### config.mk
export PLATFORM = sky130hd
export DESIGN_NAME = shift_add_mult_ctrl
export DESIGN_NICKNAME = d
export VERILOG_FILES = /design/src/rtl/shift_add_mult_ctrl_pkg.sv /design/src/rtl/shift_add_mult_ctrl_add_n.sv /design/src/rtl/shift_add_mult_ctrl.sv
export SDC_FILE = /design/constraint.sdc
export NUM_CORES = 1
export LEC_CHECK = 0
export CAP_MARGIN = 40
export CORE_MARGIN = 10
export CORE_UTILIZATION = 51
export DETAILED_ROUTE_END_ITERATION = 6
export GPL_TIMING_DRIVEN = 0
export PLACE_DENSITY = 0.88
export SLEW_MARGIN = 10
export SYNTH_ARGS = -nofsm -noshare
export SYNTH_HDL_FRONTEND = slang
export SYNTH_SLANG_ARGS = --single-unit
### constraint.sdc
create_clock -name clk_i -period 5.05 [get_ports clk_i]
set_input_delay 1.01 -clock clk_i [delete_from_list [all_inputs] [get_ports clk_i]]
set_output_delay 1.01 -clock clk_i [all_outputs]
set_load 0.03 [all_outputs]
### src/rtl/shift_add_mult_ctrl_pkg.sv
// Shared definitions for the shift-and-add multiplier controller:
// FSM state encoding and the default operand width.
package shift_add_mult_ctrl_pkg;

    localparam int DEFAULT_WIDTH = 8;

    typedef enum logic [1:0] {
        ST_IDLE = 2'd0,
        ST_CALC = 2'd1,
        ST_DONE = 2'd2
    } state_t;

endpackage

### src/rtl/shift_add_mult_ctrl_add_n.sv
// WIDTH-bit ripple-carry adder built from half/full adder cells.
// Bit 0 has no carry-in, so it is a half adder.
module ha (
    input  logic a,
    input  logic b,
    output logic s,
    output logic c
);
    assign s = a ^ b;
    assign c = a & b;
endmodule

module fa (
    input  logic a,
    input  logic b,
    input  logic ci,
    output logic s,
    output logic co
);
    logic p;
    assign p  = a ^ b;
    assign s  = p ^ ci;
    assign co = (a & b) | (ci & p);
endmodule

module add_n
    import shift_add_mult_ctrl_pkg::*;
#(
    parameter int WIDTH = DEFAULT_WIDTH
) (
    input  logic [WIDTH-1:0] a_i,
    input  logic [WIDTH-1:0] b_i,
    output logic [WIDTH-1:0] s_o,
    output logic             c_o
);
    // carry[i] is the carry out of bit i
    logic [WIDTH-1:0] carry;

    ha u_ha0 (
        .a (a_i[0]),
        .b (b_i[0]),
        .s (s_o[0]),
        .c (carry[0])
    );

    for (genvar i = 1; i < WIDTH; i++) begin : g_fa
        fa u_fa (
            .a  (a_i[i]),
            .b  (b_i[i]),
            .ci (carry[i-1]),
            .s  (s_o[i]),
            .co (carry[i])
        );
    end

    assign c_o = carry[WIDTH-1];
endmodule

### src/rtl/shift_add_mult_ctrl.sv
// Sequential unsigned shift-and-add multiplier: one shared WIDTH-bit adder
// reused over WIDTH iterations, product held on p_o until the next result.
module shift_add_mult_ctrl
    import shift_add_mult_ctrl_pkg::*;
#(
    parameter  int WIDTH = DEFAULT_WIDTH,
    localparam int CNT_W = $clog2(WIDTH + 1)
) (
    input  logic               clk_i,
    input  logic               rst_i,
    input  logic               start_i,
    input  logic [WIDTH-1:0]   a_i,
    input  logic [WIDTH-1:0]   b_i,
    output logic               busy_o,
    output logic               done_o,
    output logic [2*WIDTH-1:0] p_o
);

    state_t             state;
    logic [WIDTH-1:0]   mcand;
    logic [WIDTH:0]     acc;
    logic [WIDTH-1:0]   mplier;
    logic [CNT_W-1:0]   cnt;

    logic [WIDTH-1:0]   addend;
    logic [WIDTH-1:0]   sum;
    logic               carry;
    logic [2*WIDTH:0]   shifted;

    assign addend = mplier[0] ? mcand : '0;

    add_n #(.WIDTH(WIDTH)) u_add (
        .a_i (acc[WIDTH-1:0]),
        .b_i (addend),
        .s_o (sum),
        .c_o (carry)
    );

    // {acc, mplier} next value: the add result joins the retiring multiplier
    // bits and the whole thing moves one place right.
    assign shifted = {carry, sum, mplier} >> 1;

    always_ff @(posedge clk_i) begin
        if (rst_i) begin
            state  <= ST_IDLE;
            busy_o <= 1'b0;
            done_o <= 1'b0;
            p_o    <= '0;
            mcand  <= '0;
            acc    <= '0;
            mplier <= '0;
            cnt    <= '0;
        end else begin
            done_o <= 1'b0;
            case (state)
                ST_IDLE: begin
                    if (start_i) begin
                        mcand  <= a_i;
                        mplier <= b_i;
                        acc    <= '0;
                        cnt    <= CNT_W'(WIDTH);
                        busy_o <= 1'b1;
                        state  <= ST_CALC;
                    end
                end
                ST_CALC: begin
                    acc    <= shifted[2*WIDTH:WIDTH];
                    mplier <= shifted[WIDTH-1:0];
                    cnt    <= cnt - CNT_W'(1);
                    if (cnt == CNT_W'(1)) begin
                        p_o   <= shifted[2*WIDTH-1:0];
                        state <= ST_DONE;
                    end
                end
                ST_DONE: begin
                    busy_o <= 1'b0;
                    done_o <= 1'b1;
                    state  <= ST_IDLE;
                end
                default: begin
                    busy_o <= 1'b0;
                    state  <= ST_IDLE;
                end
            endcase
        end
    end

    // The product fits in 2*WIDTH bits, so the spare accumulator bit is
    // always clear once the last shift has happened.
    always_ff @(posedge clk_i) begin
        if (!rst_i && state == ST_DONE)
            assert (acc[WIDTH] == 1'b0);
    end

endmodule

==> impl_metrics.py, run 1 <==
metrics = {
    "outcome": {
        "outcome": "completed",
    },
    "timing": {
        "hold_ws_ps": 474.3,
        "layout_setup_ws_ps": 1191,
        "grt_setup_unrepaired": "no",
        "slew-limit-headroom": 0.6717,
        "slew_viol_final": 0,
        "worstMarginPinSlew_ps": 492.5,
        "worst_clock_skew_ps": 4.609,
        "fin_crit_sh": 0.7641,
        "timing_hold_violations_final": 0,
        "fin_tns_setup_ps": 0,
        "setup_violations": 0,
        "final.min_clock_period_ps": 3859,
        "fmax_ghz": 0.2592,
    },
    "final_layout": {
        "final_common_cell": "sky130_fd_sc_hd__dfxtp_1",
        "synthToLayoutAreaGrowth_pct": 24.89,
        "final-instance-count-excl-fill": 291,
        "fill_cells": 301,
        "num_antenna_cells": 0,
        "finalInstanceArea_mm2": 0.002561,
        "post-route-util": 0.6792,
        "final_cell_mix": "sky130_fd_sc_hd__dfxtp_1, sky130_fd_sc_hd__clkdlybuf4s50_1, sky130_fd_sc_hd__nor2_1",
        "fraction_of_final_layout_cells_sized_beyond_drive_strength_1": 0.08230,
        "nets": 271,
    },
    "critical_path": {
        "reg2reg_slack_ps": 1190,
        "crit_path_category": "reg2reg",
        "critPathLaunchType": "flop",
        "endpoint_required_time_on_the_critical_path_ps": 5230,
        "worstPathArrival_ps": 4040,
        "timing.reg2reg.worst_path_depth": 15,
        "worst_r2r_endpoint": "acc[6]",
        "timing.critical_path.to_type": "flop",
        "r2r-start": "mplier[0]",
        "path_max_fanout": 9,
    },
    "clocking": {
        "cts_tree": "done",
        "htree_levels": 2,
        "postCtsSetupRepairBufs": 0,
        "cts-root-buf": "sky130_fd_sc_hd__clkbuf_8",
        "path_clk_slew_ps": 80,
        "largest_buffer_count_on_any_clock_path": 2,
        "numCtsBuffers": 5,
        "clock_sink_count": 48,
        "holdBufCountCts": 0,
        "clock_insertion_delay_worst_skew_ps": 300,
        "cts.repair.resized": 0,
    },
    "logic_synthesis": {
        "synth-seq-cells": 48,
        "ys_warn_count": 0,
        "synth-edff-count": 0,
        "postSynthNetCount": 228,
        "yosysSeqAreaShare": 0.4686,
        "synthCells": 199,
        "syn_area_mm2": 0.002051,
        "cell_variety_after_synth": 35,
        "synth-async-reset-ratio": 0,
        "ys_flop_type": "sky130_fd_sc_hd__dfxtp_1",
        "synth_area_per_cell_um2": 10.31,
    },
    "floorplan": {
        "fp.dieW_um": 83.41,
        "floorplan.die_area_mm2": 0.006957,
        "floorplan.die.height_um": 83.41,
        "top_level_ports": 37,
        "core_region_area_mm2": 0.003771,
        "floorplan.initialDensity": 0.5438,
        "rows": 22,
    },
    "detailed_routing": {
        "num_vias": 1593,
        "vias_per_std_cell": 5.474,
        "route.antenna.remaining_nets": 0,
        "postRouteWirelength_um": 4663,
        "first_pass_iters": 4,
        "routedWlPerCell_um": 16.02,
        "detailedRoute.firstIterationViolations": 91,
        "drc_errors": 0,
    },
    "global_route": {
        "grt_use_total": 0.1333,
        "maximum_number_of_pins_on_one_net_before_global_route_repair": 14,
        "first_pass_grt_wire_length_um": 7872,
        "globalRouteOverflowTotal": 0,
        "first_global_vias": 1673,
        "initial_antenna_violation_count": 0,
    },
    "pwr": {
        "power.ir.vdd_worst_mv": 0.1777,
        "power_per_cell_area_mw_per_mm2": 291.0,
        "finalPower_mw": 0.7453,
        "power.leakage_nw": 0.9678,
    },
    "placement": {
        "pre_cts_ws_ps": 1148,
        "gp_routability_congestion": 0.8181,
        "placed_standard_cell_area_mm2": 0.002471,
        "detailedPlacementHpwl_um": 3417,
        "place_inst": 283,
        "numPortBuffers": 36,
    },
    "worst_hold_path": {
        "worstHoldEndpoint": "p_o[11]",
        "worstHoldStart": "p_o[11]",
        "cell_depth_of_the_worst_min_delay_path": 1,
        "min-delay-path-class": "reg2reg",
    },
    "run": {
        "drv.max_cap_violation_count": 0,
    },
}
power by group:
| part | total, mW | leakage, nW | switching [mW] | internal [mW] |
|---|---|---|---|---|
| clock | 0.233 | 0.0455 | 0.121 | 0.112 |
| sequential | 0.407 | 0.391 | 0.0122 | 0.395 |
| combinational | 0.105 | 0.531 | 0.0545 | 0.0507 |
worst max-delay path, cell delays in order, from the launching register on:
cell	delay, ps
sky130_fd_sc_hd__dfxtp_1	310
sky130_fd_sc_hd__clkbuf_1	330
sky130_fd_sc_hd__and2_1	190
sky130_fd_sc_hd__ha_1	140
sky130_fd_sc_hd__inv_1	50
sky130_fd_sc_hd__fa_1	380
sky130_fd_sc_hd__fa_1	390
sky130_fd_sc_hd__fa_1	390
sky130_fd_sc_hd__fa_1	370
sky130_fd_sc_hd__inv_1	80
sky130_fd_sc_hd__fa_1	180
sky130_fd_sc_hd__fa_1	170
sky130_fd_sc_hd__inv_1	50
sky130_fd_sc_hd__fa_1	500
sky130_fd_sc_hd__a2bb2oi_1	180
sky130_fd_sc_hd__nor2_1	50
Yosys cell counts, types with 2 or more instances:
cell type                   instances  area (um2)
sky130_fd_sc_hd__nand2_1            8       30.03
sky130_fd_sc_hd__fa_1               7       140.1
sky130_fd_sc_hd__a2bb2oi_1          7       61.31
sky130_fd_sc_hd__nor2_1            33       123.9
sky130_fd_sc_hd__o2bb2ai_1         13       113.9
sky130_fd_sc_hd__a22o_1            10       87.58
sky130_fd_sc_hd__nor3_1             3       15.01
sky130_fd_sc_hd__nand3b_1           2       15.01
sky130_fd_sc_hd__mux2i_1            8       80.08
sky130_fd_sc_hd__nor3b_1            2       15.01
sky130_fd_sc_hd__a211oi_1           9       67.56
sky130_fd_sc_hd__nand2b_1           2       12.51
sky130_fd_sc_hd__inv_1             11       41.29
sky130_fd_sc_hd__clkbuf_1           5       18.77
sky130_fd_sc_hd__a22oi_1            2       15.01
sky130_fd_sc_hd__dfxtp_1           48       960.9
sky130_fd_sc_hd__buf_2              4       20.02
sky130_fd_sc_hd__buf_6              3       33.78
sky130_fd_sc_hd__and2_1             3       18.77
sky130_fd_sc_hd__a21oi_1            2       10.01
sky130_fd_sc_hd__ha_1               3       37.54
how the worst max path moves through the flow:
stage,slack (ps),endpoint,cells after the start,startpoint
3_5_place_dp,1150,acc[6],15,mplier[0]
2_1_floorplan,1510,acc[6],15,mplier[0]
5_1_grt,980,acc[6],15,mplier[0]
4_1_cts,1150,acc[6],15,mplier[0]
6_report,1190,acc[6],15,mplier[0]
3_3_place_gp,1260,acc[6],15,mplier[0]
cell type report:
type | instances | area [um2] | share of cell area
flip-flops and latches | 48 | 960.9 | 0.3752
clock buffers | 8 | 90.09 | 0.03517
plain buffers | 14 | 83.83 | 0.03273
repair buffers | 36 | 360.3 | 0.1407
inverters | 13 | 48.80 | 0.01905
multi-input cells | 124 | 957.2 | 0.3737
well taps | 48 | 60.06 | 0.02345
sequential cells by signal, summed over array words and instances, names as in the netlist:
| signal | count |
|---|---|
| acc | 8 |
| p_o | 16 |
| mplier | 8 |
| cnt | 4 |
| mcand | 8 |
| busy_o | 1 |
| done_o | 1 |
| state | 2 |
per-layer routing:
metal  GRT usage  share of wire  up-vias
li1            -              -      783
met1      0.1652           0.46      759
met2      0.2123           0.47       42
met3     0.03906          0.053        9
met4     0.04992          0.017        0
met5           0              0        -
cell families (layout without fill, tap and decap cells):
family,after synthesis,after routing,synth area share
simple gates,57,57,0.1409
mux,8,8,0.03905
fa+ha+maj,10,10,0.08664
flops,48,48,0.4686
compound gates,49,49,0.2001
buf+inv,27,71,0.06467
No activity file was read; power rests on OpenSTA's default activity.
==> inputs of run 2 (changes only) <==
==> constraint.sdc (replaced) <==
create_clock -name clk_i -period 3.7 [get_ports clk_i]
set_input_delay 0.74 -clock clk_i [delete_from_list [all_inputs] [get_ports clk_i]]
set_output_delay 0.74 -clock clk_i [all_outputs]
set_load 0.03 [all_outputs]
==> impl_metrics.py, run 2 (same netlist as run 1, synthesis figures left out) <==
metrics = {
    "outcome": {
        "outcome": "completed",
    },
    "critical_path": {
        "timing.critical_path.slowest_cell_delay_ps": 500,
        "crit_path_cell_trace": "and2_1 > ha_1 > inv_1 > fa_1 > fa_1 > fa_1 > fa_1 > inv_1 > fa_1 > fa_1 > inv_1 > fa_1 > a2bb2oi_1 > nor2_1",
        "crit_path_category": "reg2reg",
        "worstPathArrival_ps": 3710,
        "path_max_fanout": 6,
        "critPathLaunchType": "flop",
        "endpoint_required_time_on_the_critical_path_ps": 3880,
        "timing.critical_path.to_type": "flop",
        "critical-path-top-cell-by-count": "sky130_fd_sc_hd__fa_1",
        "slowest_stage": "sky130_fd_sc_hd__fa_1",
    },
    "timing": {
        "layout_setup_ws_ps": 174.6,
        "fmax_ghz": 0.2837,
        "worstMarginPinSlew_ps": 493.1,
        "setup_violations": 0,
        "slew_viol_final": 0,
        "timing_hold_violations_final": 0,
        "worst_clock_skew_ps": 5.658,
        "slew-limit-headroom": 0.6713,
        "fin_crit_sh": 0.9528,
        "final.min_clock_period_ps": 3525,
        "grt_setup_unrepaired": "no",
    },
    "final_layout": {
        "final_cell_mix": "sky130_fd_sc_hd__dfxtp_1, sky130_fd_sc_hd__clkdlybuf4s50_1, sky130_fd_sc_hd__nor2_1",
        "max_reg_flops": 16,
        "num_antenna_cells": 0,
        "final-instance-count-excl-fill": 292,
        "fraction_of_final_layout_cells_sized_beyond_drive_strength_1": 0.09426,
        "final_common_cell": "sky130_fd_sc_hd__dfxtp_1",
        "post-route-util": 0.6831,
        "fill_cells": 298,
        "register_with_the_most_flip_flops": "p_o",
        "synthToLayoutAreaGrowth_pct": 25.63,
        "nets": 272,
    },
    "clocking": {
        "clock_insertion_delay_worst_skew_ps": 300,
        "cts_tree": "done",
        "clock_sink_count": 48,
        "numCtsBuffers": 5,
        "largest_buffer_count_on_any_clock_path": 2,
        "htree_levels": 2,
        "cts-root-buf": "sky130_fd_sc_hd__clkbuf_8",
        "path_clk_slew_ps": 80,
    },
    "placement": {
        "numPortBuffers": 36,
        "place_inst": 283,
        "pre_cts_ws_ps": -202.3,
        "detailedPlacementHpwl_um": 3417,
        "gp_routability_congestion": 0.8181,
    },
    "pwr": {
        "power.leakage_nw": 0.9776,
        "finalPower_mw": 1.022,
        "power_per_cell_area_mw_per_mm2": 396.5,
        "power.ir.vdd_worst_mv": 0.2446,
    },
    "global_route": {
        "first_pass_grt_wire_length_um": 7852,
        "first_global_vias": 1665,
        "grt_use_total": 0.1331,
        "globalRouteOverflowTotal": 0,
        "initial_antenna_violation_count": 0,
        "maximum_number_of_pins_on_one_net_before_global_route_repair": 14,
    },
    "detailed_routing": {
        "route.antenna.remaining_nets": 0,
        "postRouteWirelength_um": 4702,
        "detailedRoute.firstIterationViolations": 107,
        "num_vias": 1622,
        "drc_errors": 0,
        "vias_per_std_cell": 5.555,
        "routedWlPerCell_um": 16.10,
        "first_pass_iters": 4,
    },
    "run": {
        "drv.max_cap_violation_count": 0,
    },
    "floorplan": {
        "top_level_ports": 37,
        "floorplan.initialDensity": 0.5438,
        "floorplan.die_area_mm2": 0.006957,
        "core_region_area_mm2": 0.003771,
        "floorplan.die.height_um": 83.41,
        "rows": 22,
        "fp.dieW_um": 83.41,
    },
    "worst_hold_path": {
        "min-delay-path-class": "reg2reg",
    },
}
## run 2: cell types whose count changed in the layout (fill, tap and decap cells not counted), sizes merged
| cell | before | now |
|---|---|---|
| buf | 9 | 11 |
| clkbuf | 13 | 12 |
## run 2: through the flow
stage,setup TNS (ps),hold WS [ps],instance area (um2)
4_1_cts,0,474.5,2559
6_report,0,474.4,2576
3_3_place_gp,-93.57,447.3,2471
2_1_floorplan,0,451.5,2051
3_5_place_dp,-241.5,453.7,2471
5_1_grt,0,487.6,2576
## run 2: critical path: cells and delay by family, from the launching register on
| kind | cells | cell delay [ps] |
|---|---|---|
| AOI/OAI and AO/OA | 1 | 180 |
| adders and majority gates | 8 | 2510 |
| buffers and inverters | 3 | 180 |
| DFF | 1 | 380 |
| and+or+nand+nor | 2 | 170 |
## run 2: worst paths after layout
kind / to / cells after the start / from / slack, ps
setup / recovery: acc[6] / 14 / mplier[0] / 170
setup reg to reg: acc[6] / 14 / mplier[0] / 170
hold reg to reg: p_o[5] / 1 / p_o[5] / 470
hold / removal: p_o[5] / 1 / p_o[5] / 470
## run 2: metal layers
metal / vias to the layer above / share of wire / track usage
met5: - / 0 / 0
met4: 0 / 0.014 / 0.04992
met3: 7 / 0.075 / 0.03906
met2: 59 / 0.47 / 0.2116
met1: 773 / 0.44 / 0.1652
li1: 783 / - / -
## run 2: timing repair
| item | in CTS | in global routing |
|---|---|---|
| setup buffers | 0 | 2 |
| hold buffers | 0 | 0 |
| resized for setup | 1 | 1 |
| endpoints found under the setup margin | 3 | 1 |
## run 2: cell type report
| cell class | instances | area [um2] | share of cell area |
|---|---|---|---|
| buffer | 13 | 80.08 | 0.03108 |
| timing repair buffer | 38 | 375.4 | 0.1457 |
| sequential | 48 | 964.7 | 0.3745 |
| multi-input combinational | 124 | 957.2 | 0.3715 |
| inverter | 13 | 48.80 | 0.01894 |
| tap | 48 | 60.06 | 0.02331 |
| clock buffer | 8 | 90.09 | 0.03497 |
## run 2: where the power goes
part | internal (mW) | total (mW) | leakage (nW) | switching (mW)
Combinational | 0.0714 | 0.144 | 0.540 | 0.0731
Sequential | 0.539 | 0.558 | 0.392 | 0.0185
Clock | 0.153 | 0.319 | 0.0455 | 0.167
Total | 0.763 | 1.02 | 0.978 | 0.258
==> inputs of run 3 (changes only) <==
--- a/config.mk
+++ b/config.mk
@@ -6,11 +6,14 @@
 export NUM_CORES = 1
 export LEC_CHECK = 0
 export CAP_MARGIN = 40
+export CELL_PAD_IN_SITES_DETAIL_PLACEMENT = 0
+export CELL_PAD_IN_SITES_GLOBAL_PLACEMENT = 1
 export CORE_MARGIN = 10
-export CORE_UTILIZATION = 51
+export CORE_UTILIZATION = 40
 export DETAILED_ROUTE_END_ITERATION = 6
 export GPL_TIMING_DRIVEN = 0
-export PLACE_DENSITY = 0.88
+export HOLD_SLACK_MARGIN = 0.08
+export PLACE_DENSITY = 0.89
 export SLEW_MARGIN = 10
 export SYNTH_ARGS = -nofsm -noshare
 export SYNTH_HDL_FRONTEND = slang
==> impl_metrics.py, run 3 (same netlist as run 1, synthesis figures left out) <==
metrics = {
    "critical_path": {
        "crit_path_end": "acc[6]",
        "timing.reg2reg.worst_path_depth": 14,
        "startpoint": "mplier[0]",
        "critPathLaunchType": "flop",
        "r2r-start": "mplier[0]",
        "worst_r2r_endpoint": "acc[6]",
        "path_max_fanout": 5,
        "timing.critical_path.to_type": "flop",
        "worstPathArrival_ps": 3720,
        "crit_path_category": "reg2reg",
        "reg2reg_slack_ps": 160,
        "endpoint_required_time_on_the_critical_path_ps": 3880,
    },
    "global_route": {
        "first_pass_grt_wire_length_um": 7997,
        "first_global_vias": 1584,
        "grt_use_total": 0.1135,
        "initial_antenna_violation_count": 0,
        "maximum_number_of_pins_on_one_net_before_global_route_repair": 15,
        "globalRouteOverflowTotal": 0,
    },
    "clocking": {
        "largest_buffer_count_on_any_clock_path": 2,
        "clock_sink_count": 48,
        "htree_levels": 2,
        "numCtsBuffers": 5,
        "path_clk_slew_ps": 90,
        "cts-root-buf": "sky130_fd_sc_hd__clkbuf_8",
        "holdBufCountCts": 0,
        "clock_insertion_delay_worst_skew_ps": 300,
        "cts_tree": "done",
    },
    "final_layout": {
        "post-route-util": 0.5211,
        "final_cell_mix": "sky130_fd_sc_hd__dfxtp_1, sky130_fd_sc_hd__clkdlybuf4s50_1, sky130_fd_sc_hd__nor2_1",
        "final_common_cell": "sky130_fd_sc_hd__dfxtp_1",
        "synthToLayoutAreaGrowth_pct": 28.13,
        "register_with_the_most_flip_flops": "p_o",
        "max_reg_flops": 16,
        "fraction_of_final_layout_cells_sized_beyond_drive_strength_1": 0.1025,
        "nets": 272,
        "num_antenna_cells": 0,
        "finalInstanceArea_mm2": 0.002628,
        "fill_cells": 472,
    },
    "floorplan": {
        "top_level_ports": 37,
        "floorplan.die.height_um": 91.60,
        "fp.dieW_um": 91.60,
        "floorplan.initialDensity": 0.4067,
        "rows": 26,
        "core_region_area_mm2": 0.005042,
        "floorplan.die_area_mm2": 0.008391,
    },
    "detailed_routing": {
        "postRouteWirelength_um": 4601,
        "detailedRoute.firstIterationViolations": 69,
        "first_pass_iters": 4,
        "num_vias": 1568,
        "routedWlPerCell_um": 14.65,
        "drc_errors": 0,
        "vias_per_std_cell": 4.994,
        "route.antenna.remaining_nets": 0,
    },
    "pwr": {
        "seq_power_share": 0.517,
        "p_clk_frac": 0.350,
        "finalPower_mw": 1.078,
        "power.ir.vdd_worst_mv": 0.2572,
        "net_sw_power_mw": 0.2664,
        "power.share.switching": 0.2471,
        "power.leakage_nw": 0.9881,
        "power_per_cell_area_mw_per_mm2": 410.3,
        "pwr-share-comb": 0.133,
        "internal_power_mw": 0.8118,
    },
    "run": {
        "drv.max_cap_violation_count": 0,
    },
    "timing": {
        "fin_crit_sh": 0.9566,
        "final.min_clock_period_ps": 3539,
        "worstMarginPinSlew_ps": 504.9,
        "timing_hold_violations_final": 0,
        "hold_ws_ps": 469.1,
        "slew-limit-headroom": 0.6634,
        "fmax_ghz": 0.2825,
        "worst_clock_skew_ps": 6.276,
        "setup_violations": 0,
        "slew_viol_final": 0,
        "layout_setup_ws_ps": 160.6,
    },
    "outcome": {
        "outcome": "completed",
    },
    "placement": {
        "gp_routability_congestion": 0.7844,
        "pre_cts_ws_ps": -197.5,
        "numPortBuffers": 36,
        "placed_standard_cell_area_mm2": 0.002499,
        "detailedPlacementHpwl_um": 3336,
    },
    "worst_hold_path": {
        "min-delay-path-class": "reg2reg",
    },
}
## run 3: repair_timing
item | 4_1_cts | 5_1_grt
endpoints found under the setup margin | 3 | 1
cloned | 0 | 0
resized for setup | 1 | 2
setup buffers | 0 | 2
## run 3: final cells by class
cell class	count	area, um2	area share
Sequential cell	48	964.7	0.3671
Inverter	13	48.80	0.01857
Clock buffer	6	72.57	0.02762
Clock inverter	2	35.03	0.01333
Tap cell	70	87.58	0.03333
Multi-Input combinational cell	124	963.4	0.3667
Timing Repair Buffer	38	375.4	0.1429
Buffer	13	80.08	0.03048
## run 3: per-stage QoR
| step | instances | TNS, ps |
|---|---|---|
| CTS | 312 | 0 |
| finish | 314 | 0 |
| global placement | 305 | -128.4 |
| global route | 314 | -5.087 |
| detailed placement | 305 | -273.7 |
| floorplan | 199 | 0 |
## run 3: power by group through the flow
stage	Clock [mW]	Combinational, mW	Sequential [mW]
floorplan	0	0.0916	0.568
global placement	0	0.140	0.567
detailed placement	0	0.141	0.568
CTS	0.382	0.139	0.559
global route	0.406	0.158	0.561
finish	0.377	0.143	0.558
## run 3: worst min-delay path by stage
stage              from  endpoint  cells past startpoint
2_1_floorplan  mcand[5]  mcand[5]                      2
3_3_place_gp    p_o[15]   p_o[15]                      1
3_5_place_dp    p_o[14]   p_o[14]                      1
4_1_cts         p_o[11]   p_o[11]                      1
5_1_grt         p_o[11]   p_o[11]                      1
6_report        p_o[11]   p_o[11]                      1
## run 3: per-layer routing
metal,up-vias,track usage,part of all wire
met1,747,0.1440,0.48
met4,0,0.02742,0.0070
met3,3,0.04362,0.063
met2,38,0.1765,0.45
li1,780,-,-
met5,-,0,0
## run 3: worst max-delay path, cell delays in order (launching register included)
cell                        delay (ps)
sky130_fd_sc_hd__dfxtp_4           380
sky130_fd_sc_hd__and2_1            120
sky130_fd_sc_hd__ha_1              150
sky130_fd_sc_hd__inv_1              50
sky130_fd_sc_hd__fa_1              370
sky130_fd_sc_hd__fa_1              390
sky130_fd_sc_hd__fa_1              390
sky130_fd_sc_hd__fa_1              370
sky130_fd_sc_hd__inv_1              80
sky130_fd_sc_hd__fa_1              180
sky130_fd_sc_hd__fa_1              170
sky130_fd_sc_hd__inv_1              50
sky130_fd_sc_hd__fa_1              540
sky130_fd_sc_hd__a2bb2oi_2         150
sky130_fd_sc_hd__nor2_1             40
